### src/rtl/ifetch_pq.sv
// ifetch_pq: prefetching instruction-fetch stage.
// Keeps up to MAX_OUTSTANDING reads in flight, buffers returned words with
// their PCs in a FIFO_DEPTH-entry queue and hands them to decode over a
// valid/ready handshake. A redirect flushes the queue and squashes every
// response still owed by memory.
module ifetch_pq #(
    parameter int unsigned       XLEN            = 32,
    parameter int unsigned       BYTES_PER_WORD  = 4,
    parameter int unsigned       FIFO_DEPTH      = 4,
    parameter int unsigned       MAX_OUTSTANDING = 2,
    parameter logic [XLEN-1:0]   RESET_PC        = '0
) (
    input  logic            clk,
    input  logic            rst,
    output logic            mem_req_valid,
    input  logic            mem_req_ready,
    output logic [XLEN-1:0] mem_req_addr,
    input  logic            mem_resp_valid,
    input  logic [XLEN-1:0] mem_resp_data,
    input  logic            redirect,
    input  logic [XLEN-1:0] redirect_pc,
    output logic            out_valid,
    input  logic            out_ready,
    output logic [XLEN-1:0] out_pc,
    output logic [XLEN-1:0] out_inst
);

    // Queue pointer width (FIFO_DEPTH is a power of two, so pointers wrap naturally).
    localparam int unsigned QW = $clog2(FIFO_DEPTH);
    // Tag FIFO pointer width; MAX_OUTSTANDING need not be a power of two.
    localparam int unsigned TW = (MAX_OUTSTANDING > 1) ? $clog2(MAX_OUTSTANDING) : 1;
    // Counter width: wide enough for live + queued, which is at most 2*FIFO_DEPTH.
    localparam int unsigned CW = $clog2(FIFO_DEPTH + 1) + 1;
    localparam logic [TW-1:0] TAG_LAST = TW'(MAX_OUTSTANDING - 1);

    // Fetch address and request bookkeeping.
    logic [XLEN-1:0] fetch_pc;
    logic [CW-1:0]   out_cnt;
    logic [CW-1:0]   squash_cnt;
    logic [CW-1:0]   live_cnt;
    logic [CW-1:0]   inflight_next;

    // PC tags of accepted requests, in request order.
    logic [XLEN-1:0] tag_mem [MAX_OUTSTANDING];
    logic [TW-1:0]   tag_rd_ptr;
    logic [TW-1:0]   tag_wr_ptr;
    logic [TW-1:0]   tag_rd_next;
    logic [TW-1:0]   tag_wr_next;

    // Instruction queue.
    logic [XLEN-1:0] q_pc   [FIFO_DEPTH];
    logic [XLEN-1:0] q_inst [FIFO_DEPTH];
    logic [QW-1:0]   q_rd_ptr;
    logic [QW-1:0]   q_wr_ptr;
    logic [CW-1:0]   q_count;

    // Handshake events for this cycle.
    logic req_fire;
    logic resp_fire;
    logic resp_keep;
    logic q_push;
    logic q_pop;

    // Queue head presentation; all of it comes straight from registered state.
    always_comb begin
        out_valid = (q_count != '0);
        out_pc    = '0;
        out_inst  = '0;
        if (out_valid) begin
            out_pc   = q_pc[q_rd_ptr];
            out_inst = q_inst[q_rd_ptr];
        end
    end

    // Issue decision and per-cycle event decode.
    always_comb begin
        live_cnt      = out_cnt - squash_cnt;
        // A request only issues if its response is guaranteed a queue slot.
        mem_req_valid = ((live_cnt + q_count) < CW'(FIFO_DEPTH)) &&
                        (out_cnt < CW'(MAX_OUTSTANDING));
        mem_req_addr  = fetch_pc;
        req_fire      = mem_req_valid && mem_req_ready;
        // Stray responses with nothing outstanding are ignored.
        resp_fire     = mem_resp_valid && (out_cnt != '0);
        resp_keep     = resp_fire && (squash_cnt == '0);
        q_push        = resp_keep && !redirect;
        q_pop         = out_valid && out_ready && !redirect;
        inflight_next = out_cnt + CW'(req_fire) - CW'(resp_fire);
        tag_rd_next   = (tag_rd_ptr == TAG_LAST) ? '0 : tag_rd_ptr + TW'(1);
        tag_wr_next   = (tag_wr_ptr == TAG_LAST) ? '0 : tag_wr_ptr + TW'(1);
    end

    // Control state: fetch PC, counters, pointers; redirect overrides all but reset.
    always_ff @(posedge clk) begin
        if (rst) begin
            fetch_pc   <= RESET_PC;
            out_cnt    <= '0;
            squash_cnt <= '0;
            tag_rd_ptr <= '0;
            tag_wr_ptr <= '0;
            q_rd_ptr   <= '0;
            q_wr_ptr   <= '0;
            q_count    <= '0;
        end else begin
            out_cnt <= inflight_next;
            if (req_fire) begin
                tag_wr_ptr <= tag_wr_next;
            end
            if (resp_fire) begin
                tag_rd_ptr <= tag_rd_next;
            end
            if (redirect) begin
                // Everything still owed by memory after this edge is wrong-path.
                fetch_pc   <= redirect_pc;
                squash_cnt <= inflight_next;
                q_rd_ptr   <= '0;
                q_wr_ptr   <= '0;
                q_count    <= '0;
            end else begin
                if (req_fire) begin
                    fetch_pc <= fetch_pc + XLEN'(BYTES_PER_WORD);
                end
                if (resp_fire && (squash_cnt != '0)) begin
                    squash_cnt <= squash_cnt - CW'(1);
                end
                if (q_push) begin
                    q_wr_ptr <= q_wr_ptr + QW'(1);
                end
                if (q_pop) begin
                    q_rd_ptr <= q_rd_ptr + QW'(1);
                end
                case ({q_push, q_pop})
                    2'b10:   q_count <= q_count + CW'(1);
                    2'b01:   q_count <= q_count - CW'(1);
                    default: q_count <= q_count;
                endcase
            end
        end
    end

    // Tag storage: record the address of every accepted request.
    always_ff @(posedge clk) begin
        if (req_fire) begin
            tag_mem[tag_wr_ptr] <= fetch_pc;
        end
    end

    // Queue storage: a kept response lands with the tag popped alongside it.
    always_ff @(posedge clk) begin
        if (q_push) begin
            q_pc[q_wr_ptr]   <= tag_mem[tag_rd_ptr];
            q_inst[q_wr_ptr] <= mem_resp_data;
        end
    end

endmodule

### config.mk
export PLATFORM = sky130hd
export DESIGN_NAME = ifetch_pq
export DESIGN_NICKNAME = d
export VERILOG_FILES = /design/src/rtl/ifetch_pq.sv
export SDC_FILE = /design/constraint.sdc
export NUM_CORES = 1
export LEC_CHECK = 0
export BUFFER_PORTS_ARGS = -buffer_cell sky130_fd_sc_hd__buf_2
export CAP_MARGIN = 30
export CORE_MARGIN = 1.5
export CORE_UTILIZATION = 40
export DETAILED_ROUTE_END_ITERATION = 6
export PLACE_DENSITY = 0.57
export SETUP_SLACK_MARGIN = 0.05
export SLEW_MARGIN = 0
export SYNTH_ARGS = -nofsm -noshare
export SYNTH_HDL_FRONTEND = slang
export SYNTH_SLANG_ARGS = --single-unit
export TNS_END_PERCENT = 100
### constraint.sdc
create_clock -name clk -period 3.9 [get_ports clk]
set_input_delay 0.585 -clock clk [delete_from_list [all_inputs] [get_ports clk]]
set_output_delay 0.585 -clock clk [all_outputs]
set_load 0.1 [all_outputs]
==> impl_results.md, run 1 <==
* Critical Path Max Stage Delay at between 0.5 and 0.6 ns
* Sequential power share at 0.441
* DR WL/cell at ~20 µm
* Worst-path fanout max at 20
* Die ar. at 0.03912 mm²
* Total track usage at 0.1700
* Fin. Hold Viols at 0
* Mapped cell area at 0.01518 mm²
* Root Buffer: clkbuf_16
* Gpl congestion at between 0.7 and 0.8
* ANT cells at 0
* Via count at a little over 8000
* Area growth syn-to-layout at 19.77%
* Instance count on the critical path at 10
* Clk_lat worst skew at 0.53 ns
* Setup-failing EPs final at 0
* TNS Setup at 0 ns
* Crit path kind: flop to output pin
* First-pass GRT wire length at about 50000 µm
* Worst path slowest cell: fa_1
* Post-synthesis register bit count at ~370
* Worst Hold Class: primary input to flop
* Initial antenna violation count at 0
* Clock slew at reported path FFs at about 0.06 ns
* First-pass detailed-route iteration total at 7
* NetSw at 3.224 mW
* Clk pwr share at 0.357
* Max Clock Freq at around 270 MHz
* Leakage at 6.211 nW
* CP cell instances: inv_1 -> fa_1 -> inv_1 -> ha_1 -> and3b_1 -> o21ai_1 -> a2bb2oi_2 -> buf_12 -> nor2_2 -> clkbuf_4
* TritonCTS Sinks at about 370
* Worst slew margin at 0.4913
* Gr ovfl total at 0
* CP startpoint kind: flop
* Hold_buf cts at 0
* CTS Buf Count at a little over 40
* Port bufs at roughly 170
* Synth cell types at 58
* FF-to-FF path depth at 17
* Syn_nets at 970
* CP arrival at between 3 and 4 ns
* Mapped Cells at around 900
* Hold Path Stages at 1
* Largest net degree at the start of global routing at 55
* Top_reg_cell synth: edfxtp_1
* Vias/cell at just over 5
* Async set-or-reset flop fraction in the synthesized netlist at 0
* Gate power share at 0.202
* MaxCap Viol Count at 0
* Chip Height at ~200 µm
* Sequential area share after synthesis at 0.7031
* RSZ-0062 raised after global routing: false
* Internal at just over 8 mW
* Capturing element type of the critical path: output pin
* Most Frequent Cell on Critical Path: inv_1
* Post-layout min period at about 3.6 ns
* Chip Width at about 200 µm
* CP Buf/Inv Count at 4
* Routed wire length at between 30000 and 40000 µm
* Slew Viols, Final at 0
* Number of flops mapped to enable cells by yosys at 320
* Layout cell share with drive strength beyond 1 at 0.3473
* Pwr/cell area at 621.2 mW/mm²
* CTS tree: yes
* CTS H-tree lvls at 2
* Status: finished clean
* Rows at just over 70
* Initial Utilization at 0.4048
* Design Power at about 11 mW
* ANT nets after route at 0
* Nets at approximately 1200
* I/O Pins at between 150 and 200
* Post-route clock period utilization at 0.9348
* Vias in the first global route at roughly 8400
* Worst endpoint required time at about 3.3 ns
* Crit-path leading delay family: adder cells
* Switching Fraction at 0.2855
* Final setup skew at roughly 0.017 ns
* Dpl hpwl at a little over 20000 µm
* Tightest Pin Transition at approximately 0.76 ns
* Post-route DRC at 0
* Core ar. at between 0.03 and 0.04 mm²
* Initial drt markers at approximately 350
* Mapped Avg Cell Area at ~17 µm²
* Max clock buf depth at 3
* Peak supply drop at roughly 470 µV
* Synth warn at 0
final cells by class:
cell class              count  area (µm²)
clock buffers              45        1084
clock inverters            31       340.3
fillers                  3241       19310
inverters                  29       108.9
multi-input cells         430        4200
flip-flops and latches    373       10680
well taps                 511       639.4
repair buffers            192        1126
metrics by stage:
| step | instance area [µm²] | hold slack [ns] | utilization | setup slack, ns | cells |
|---|---|---|---|---|---|
| after CTS | 18160 | 0.2400 | 0.4844 | 0.07292 | 1611 |
| after global placement | 16740 | 0.4946 | 0.4465 | 0.4861 | 1535 |
| final | 18180 | 0.2677 | 0.4848 | 0.2542 | 1611 |
| after global routing | 18180 | 0.2469 | 0.4848 | 0.1036 | 1611 |
| after floorplan | 15180 | 0.4813 | - | 0.1210 | 878 |
| after detailed placement | 16740 | 0.4829 | 0.4465 | 0.4925 | 1535 |
state kept, by name (all words and copies together) (netlist names), named ones only:
signal and flops:
tag_rd_ptr 1, q_count 4, tag_mem 64, tag_wr_ptr 1
q_pc 128, mem_req_addr 32, q_wr_ptr 2, q_rd_ptr 2
squash_cnt 4, q_inst 128, out_cnt 4
layout by cell type (no fill, tap or decap), types with 4 or more instances in the layout:
| cell type | n |
|---|---|
| edfxtp_1 | 320 |
| buf_2 | 166 |
| nor2b_1 | 68 |
| mux4_2 | 64 |
| nor2_1 | 52 |
| dfxtp_1 | 51 |
| clkbuf_16 | 43 |
| mux2_2 | 32 |
| inv_1 | 27 |
| xnor2_1 | 23 |
| nand2_1 | 19 |
| ha_1 | 18 |
| buf_4 | 17 |
| a211oi_1 | 16 |
| nand3_1 | 14 |
| nand4_1 | 14 |
| clkinv_1 | 9 |
| nor3_1 | 8 |
| clkinv_2 | 8 |
| buf_12 | 8 |
| mux2i_1 | 7 |
| a21oi_1 | 7 |
| bufinv_16 | 7 |
| nor3_2 | 6 |
| xor2_1 | 5 |
| nor4_1 | 5 |
| o2111a_1 | 5 |
| and2_4 | 4 |
| and4_1 | 4 |
| fa_1 | 4 |
| clkinvlp_4 | 4 |
cells by family (layout without fill, tap and decap cells):
kind of cell	after synthesis	count (layout)	synth area share
flops	373	373	0.7031
fa+ha+maj	22	22	0.02012
compound gates	55	55	0.02886
xor+xnor	31	31	0.01979
simple gates	219	219	0.08294
buf+inv	75	297	0.02185
mux	103	103	0.1233
power by group through the flow:
stage	Sequential, mW	Clock (mW)	Combinational (mW)
after floorplan	5.20	0	1.62
after global placement	5.06	0	2.22
after detailed placement	5.07	0	2.24
after CTS	4.98	4.13	2.25
after global routing	5.01	4.27	2.47
final	4.98	4.03	2.28
worst paths after layout:
kind | startpoint | end | slack [ns]
setup / recovery | out_cnt[1]$_SDFF_PP0_ | mem_req_valid | 0.25
hold / removal | mem_resp_data[7] | q_inst[2][7]$_DFFE_PP_ | 0.27
setup reg to reg | out_cnt[1]$_SDFF_PP0_ | squash_cnt[3]$_SDFFE_PP0P_ | 0.47
hold reg to reg | mem_req_addr[1]$_SDFFE_PP0P_ | tag_mem[1][1]$_DFFE_PP_ | 0.49
cell usage after synthesis (all sizes together), types with 5 or more instances:
cell	n	share of area
nand3	14	0.0046
nor4	8	0.0041
buf	18	0.0077
and2	6	0.0025
mux2i	7	0.0046
mux4	64	0.095
xor2	5	0.0029
nor2	55	0.014
xnor2	25	0.015
mux2	32	0.024
nor3	15	0.0077
a211oi	16	0.0079
nand4	14	0.0058
nor2b	68	0.028
dfxtp	53	0.070
nand2	19	0.0047
clkbuf	28	0.0069
edfxtp	320	0.63
a21oi	7	0.0023
o2111a	5	0.0037
ha	18	0.015
inv	29	0.0072
routing by layer:
metal	wire length, µm	GRT usage	vias up
met4	626	0.04919	0
met2	15350	0.2736	226
met5	0	0	-
met1	14860	0.2333	4120
li1	-	-	3782
met3	1827	0.03611	43
timing repair:
item,4_1_cts,5_1_grt
endpoints found under the setup margin,0,1
buffers inserted,0,0
gates resized for setup,0,5
(Power assumes the default switching activity.)
==> inputs of run 2 (changes only) <==
--- a/config.mk
+++ b/config.mk
@@ -7,10 +7,13 @@
 export LEC_CHECK = 0
 export BUFFER_PORTS_ARGS = -buffer_cell sky130_fd_sc_hd__buf_2
 export CAP_MARGIN = 30
+export CELL_PAD_IN_SITES_DETAIL_PLACEMENT = 0
+export CELL_PAD_IN_SITES_GLOBAL_PLACEMENT = 1
 export CORE_MARGIN = 1.5
 export CORE_UTILIZATION = 40
+export CTS_CLUSTER_DIAMETER = 30
 export DETAILED_ROUTE_END_ITERATION = 6
-export PLACE_DENSITY = 0.57
+export PLACE_DENSITY = 0.66
 export SETUP_SLACK_MARGIN = 0.05
 export SLEW_MARGIN = 0
 export SYNTH_ARGS = -nofsm -noshare
==> impl_results.md, run 2 (synthesized netlist as in run 1, its figures left out) <==
* Status: finished clean
* CTS H-tree lvls at 3
* Die ar. at between 0.03 and 0.04 mm²
* Worst endpoint required time at approximately 3.3 ns
* Largest net degree at the start of global routing at 65
* Vias/cell at around 5.0
* Nets at roughly 1200
* Rows at 71
* Hold Path Stages at 1
* Commonest non-fill, non-tap cell in the layout: edfxtp_1
* Max Clock Freq at between 200 and 300 MHz
* Tightest Pin Transition at around 0.8 ns
* Layout cell share with drive strength beyond 1 at 0.3912
* Post-route clock period utilization at 0.9303
* Fin Hold WS at around 0.23 ns
* Gr ovfl total at 0
* TritonCTS Sinks at approximately 370
* Worst slack, placed at around 0.46 ns
* Via count at approximately 8400
* Clock slew at reported path FFs at around 0.05 ns
* CTS Buf Count at between 80 and 90
* Worst-path fanout max at 20
* Root Buffer: clkbuf_16
* First-pass GRT wire length at 51060 µm
* Pwr/cell area at about 740 mW/mm²
* Worst Hold Class: primary input to flop
* Initial drt markers at about 500
* Reg2reg start: out_cnt[1]$_SDFF_PP0_
* ANT nets after route at 0
* Clk_lat worst skew at 0.58 ns
* TNS Setup at 0 ns
* Slew Viols, Final at 0
* Port bufs at around 170
* Dpl hpwl at between 15000 and 20000 µm
* Post-layout min period at approximately 3.6 ns
* Total track usage at 0.1751
* Setup-failing EPs final at 0
* Post-route DRC at 0
* Max clock buf depth at 3
* Capturing element type of the critical path: output pin
* Flop2flop setup slack at between 0.3 and 0.4 ns
* Routed wire length at between 30000 and 40000 µm
* Worst slew margin at 0.4637
* CP startpoint kind: flop
* Dpl cells at between 1500 and 2000
* Top Registers: q_inst x128, q_pc x128, tag_mem x64
* Initial antenna violation count at 0
* Chip Height at between 150 and 200 µm
* Hold endpoint: q_inst[1][22]$_DFFE_PP_
* Area growth syn-to-layout at 30.05%
* Crit path kind: flop to output pin
* CTS tree: yes
* RSZ-0062 raised after global routing: false
* Peak supply drop at slightly below 600 µV
* ANT cells at 0
* Worst flop-to-flop path endpoint: squash_cnt[3]$_SDFFE_PP0P_
* Chip Width at around 200 µm
* DR WL/cell at a little under 20 µm
* Commonest cells after routing, fill and taps aside: edfxtp_1 (320), buf_2 (166), clkbuf_16 (90)
* Final Non-Filler Cells at roughly 1700
* MaxCap Viol Count at 0
* Leakage at about 7 nW
* Fin. Hold Viols at 0
* First-pass detailed-route iteration total at 5
* Post-route setup slack at 0.2718 ns
* HP Start: mem_resp_data[22]
* Initial Utilization at 0.4048
* I/O Pins at approximately 170
* Vias in the first global route at a little under 9000
* Hold_buf cts at 0
* Core ar. at about 0.037 mm²
* FF-to-FF path depth at 18
* Final setup skew at ~0.015 ns
* CP arrival at 3.04 ns
* Gpl congestion at roughly 0.76
* Fillers at 3111
## run 2: changes by cell type in the layout (fill, tap and decap cells not counted), sizes merged
cell / previous run / this run
clkbuf: 46 / 98
clkinv: 18 / 30
clkinvlp: 4 / 10
buf: 191 / 189
inv: 31 / 39
bufinv: 7 / 12
## run 2: what timing repair did
action / 4_1_cts / 5_1_grt
pin swaps: 0 / 0
setup endpoints to repair: 1 / 1
buffers inserted: 0 / 1
gates resized for setup: 1 / 4
## run 2: power breakdown
group / switching (mW) / internal [mW] / leakage [nW] / total (mW)
Sequential: 0.166 / 4.85 / 3.34 / 5.01
Clock: 2.25 / 5.05 / 1.45 / 7.29
Combinational: 1.52 / 0.777 / 2.17 / 2.29
Total: 3.93 / 10.7 / 6.96 / 14.6
## run 2: metrics by stage
stage | power, mW | area, µm² | utilization
after global placement | 7.281 | 16690 | 0.4452
after detailed placement | 7.321 | 16690 | 0.4452
after CTS | 14.70 | 19720 | 0.5259
after global routing | 15.15 | 19740 | 0.5265
final | 14.60 | 19740 | 0.5265
after floorplan | 6.815 | 15180 | -
## run 2: cell type report
cell class	count	area, µm²	area share
clock inverters	62	724.4	0.03671
repair buffers	190	1086	0.05503
clock buffers	97	2298	0.1165
flip-flops and latches	373	10680	0.5411
well taps	511	639.4	0.03240
inverters	29	108.9	0.005515
multi-input cells	430	4200	0.2128
## run 2: per-layer routing
| layer | up-vias | share of wire | GRT usage |
|---|---|---|---|
| met2 | 271 | 0.48 | 0.2800 |
| li1 | 3907 | - | - |
| met1 | 4181 | 0.45 | 0.2365 |
| met5 | - | 0 | 0 |
| met3 | 40 | 0.054 | 0.03815 |
| met4 | 0 | 0.016 | 0.06248 |
## run 2: how the worst max path moves through the flow
stage | from | endpoint | slack [ns] | depth (start not counted)
after floorplan | out_cnt[1]$_SDFF_PP0_ | tag_mem[0][0]$_DFFE_PP_ | 0.12 | 10
final | out_cnt[1]$_SDFF_PP0_ | mem_req_valid | 0.27 | 10
after CTS | out_cnt[1]$_SDFF_PP0_ | mem_req_valid | 0.08 | 10
after global routing | out_cnt[1]$_SDFF_PP0_ | mem_req_valid | 0.11 | 10
after detailed placement | out_cnt[1]$_SDFF_PP0_ | squash_cnt[3]$_SDFFE_PP0P_ | 0.46 | 17
after global placement | out_cnt[1]$_SDFF_PP0_ | squash_cnt[1]$_SDFFE_PP0P_ | 0.49 | 17
## run 2: critical path, stage by stage (launching register included)
cell and delay, ns:
dfxtp_2 0.38, inv_1 0.09, fa_1 0.53, inv_1 0.04, ha_1 0.27, and3b_1 0.18, o21ai_0 0.19, a2bb2oi_2 0.23
buf_12 0.21, nor2_2 0.06, clkbuf_4 0.27
==> inputs of run 3 (changes only) <==
--- a/config.mk
+++ b/config.mk
@@ -11,9 +11,10 @@
 export CELL_PAD_IN_SITES_GLOBAL_PLACEMENT = 1
 export CORE_MARGIN = 1.5
 export CORE_UTILIZATION = 40
-export CTS_CLUSTER_DIAMETER = 30
+export CTS_CLUSTER_DIAMETER = 60
 export DETAILED_ROUTE_END_ITERATION = 6
 export PLACE_DENSITY = 0.66
+export REMOVE_ABC_BUFFERS = 1
 export SETUP_SLACK_MARGIN = 0.05
 export SLEW_MARGIN = 0
 export SYNTH_ARGS = -nofsm -noshare
==> impl_results.md, run 3 (synthesized netlist as in run 1, its figures left out) <==
* Status: finished clean
* Dpl hpwl at ~20000 µm
* Worst path slowest cell: fa_1
* Flop2flop setup slack at between 0.5 and 0.6 ns
* Area growth syn-to-layout at 18.31%
* Max clock buf depth at 3
* Worst slew margin at 0.4424
* Peak supply drop at 541.8 µV
* Worst flop-to-flop path endpoint: squash_cnt[3]$_SDFFE_PP0P_
* Total track usage at 0.1705
* Nets at 1155
* Critical Path Max Stage Delay at 0.53 ns
* FF-to-FF path depth at 17
* Chip Height at 197.8 µm
* Initial antenna violation count at 0
* Crit-path leading delay family: adder cells
* Final setup skew at roughly 0.014 ns
* Pwr/cell area at 598.9 mW/mm²
* CP Buf/Inv Count at 4
* RSZ-0062 raised after global routing: false
* Fin Hold WS at approximately 0.27 ns
* Setup crit end: mem_req_valid
* Via count at slightly above 8000
* I/O Pins at between 150 and 200
* CTS H-tree lvls at 2
* Capturing element type of the critical path: output pin
* CTS Buf Count at between 40 and 50
* Core ar. at 0.03749 mm²
* Leakage at just over 6 nW
* Max Clock Freq at roughly 280 MHz
* CP cell instances: inv_1 -> fa_1 -> inv_1 -> ha_1 -> and3b_1 -> o21ai_0 -> a2bb2oi_2 -> buf_8 -> nor2_1 -> clkbuf_4
* DR WL/cell at about 20 µm
* Most Frequent Cell on Critical Path: inv_1
* Initial drt markers at approximately 360
* Post-route clock period utilization at 0.9277
* Slew Viols, Final at 0
* MaxCap Viol Count at 0
* Clk_lat worst skew at 0.53 ns
* Reg2reg start: out_cnt[1]$_SDFF_PP0_
* TritonCTS Sinks at 373
* Tightest Pin Transition at ~0.84 ns
* Die ar. at slightly below 0.04 mm²
* Post-layout min period at 3.618 ns
* Vias in the first global route at around 8300
* Fin. Hold Viols at 0
* Instance count on the critical path at 10
* Gr ovfl total at 0
* Vias/cell at 5.057
* Crit path kind: flop to output pin
* Rows at 71
* Root Buffer: clkbuf_16
* Chip Width at ~200 µm
* Initial Utilization at 0.4048
* Crit path launch: out_cnt[1]$_SDFF_PP0_
* CTS tree: yes
* Gpl congestion at 0.7738
* Post-route DRC at 0
* Worst endpoint required time at ~3.3 ns
* TNS Setup at 0 ns
* Clock slew at reported path FFs at 0.06 ns
* Worst Hold Class: primary input to flop
* Layout cell share with drive strength beyond 1 at 0.3355
* Port bufs at around 170
* Top Registers: q_inst x128, q_pc x128, tag_mem x64
* Setup-failing EPs final at 0
* First-pass GRT wire length at 50010 µm
* CP arrival at 3.03 ns
* CP startpoint kind: flop
* First-pass detailed-route iteration total at 4
* Core Util, Final at 0.4789
* Worst-path fanout max at 20
* Commonest non-fill, non-tap cell in the layout: edfxtp_1
* Routed wire length at roughly 32000 µm
* ANT cells at 0
* Largest net degree at the start of global routing at 65
* Commonest cells after routing, fill and taps aside: edfxtp_1 (320), buf_2 (166), nor2b_1 (68)
* ANT nets after route at 0
==> run 3: cell count changes in the layout (fill, tap and decap cells not counted), moves of 2 or more <==
cell | previous run | this run
clkinv_4 | 12 | 0
buf_4 | 17 | 11
clkbuf_1 | 5 | 15
clkinv_1 | 8 | 4
inv_6 | 8 | 5
inv_8 | 2 | 0
buf_12 | 6 | 9
clkinvlp_4 | 10 | 3
bufinv_16 | 12 | 1
clkinv_2 | 9 | 1
clkbuf_16 | 90 | 41
==> run 3: worst reg2reg max path, stage by stage, from the launching register on <==
cell	delay, ns
dfxtp_2	0.38
inv_1	0.09
fa_1	0.53
inv_1	0.04
ha_1	0.27
and3b_1	0.19
o21ai_0	0.19
a2bb2oi_2	0.22
nor2_2	0.07
inv_2	0.06
ha_1	0.18
inv_1	0.05
ha_1	0.27
a21o_1	0.18
a21oi_1	0.17
xnor2_1	0.16
nand2_1	0.08
o211a_1	0.15
==> run 3: how the worst min path moves through the flow <==
stage	startpoint	endpoint	slack (ns)	cells after the start
final	mem_resp_data[16]	q_inst[2][16]$_DFFE_PP_	0.27	1
after global routing	mem_resp_data[16]	q_inst[3][16]$_DFFE_PP_	0.24	1
after CTS	mem_resp_data[16]	q_inst[2][16]$_DFFE_PP_	0.23	1
after detailed placement	mem_req_addr[1]$_SDFFE_PP0P_	tag_mem[0][1]$_DFFE_PP_	0.50	0
after global placement	mem_req_addr[1]$_SDFFE_PP0P_	tag_mem[0][1]$_DFFE_PP_	0.50	0
after floorplan	tag_rd_ptr$_SDFFE_PP0P_	flop	0.48	2
==> run 3: where the power goes <==
part,switching [mW],internal (mW)
Clock,1.49,2.04
Sequential,0.201,4.83
Combinational,1.45,0.744
Total,3.14,7.61
==> run 3: cell type report <==
cell class	instances	area, µm²
repair buffers	188	1116
multi-input cells	430	4198
well taps	511	639.4
inverters	29	108.9
flip-flops and latches	373	10680
fillers	3307	19530
clock inverters	14	116.4
clock buffers	57	1096
==> run 3: per-stage QoR <==
stage               cells  setup WS, ns  instance area (µm²)  power [mW]
floorplan             832        -5.409                14950       6.657
global placement     1531        0.4851                16730       7.278
detailed placement   1531        0.4369                16730       7.318
CTS                  1602        0.1186                17950       10.89
global route         1602        0.1235                17950       11.22
finish               1602        0.2819                17950       10.75
==> run 3: metal layers <==
| layer | vias up | routed length [µm] | global-route usage |
|---|---|---|---|
| met5 | - | 0 | 0 |
| met4 | 0 | 482 | 0.03986 |
| met3 | 43 | 1569 | 0.03338 |
| met2 | 184 | 15780 | 0.2840 |
| met1 | 4111 | 14590 | 0.2310 |
| li1 | 3764 | - | - |
==> run 3: timing repair <==
action	4_1_cts	5_1_grt
hold buffers	0	0
buffers inserted	0	0
cloned	0	0
gates resized for setup	1	3
endpoints found under the setup margin	1	1
endpoints found under the hold margin	0	0
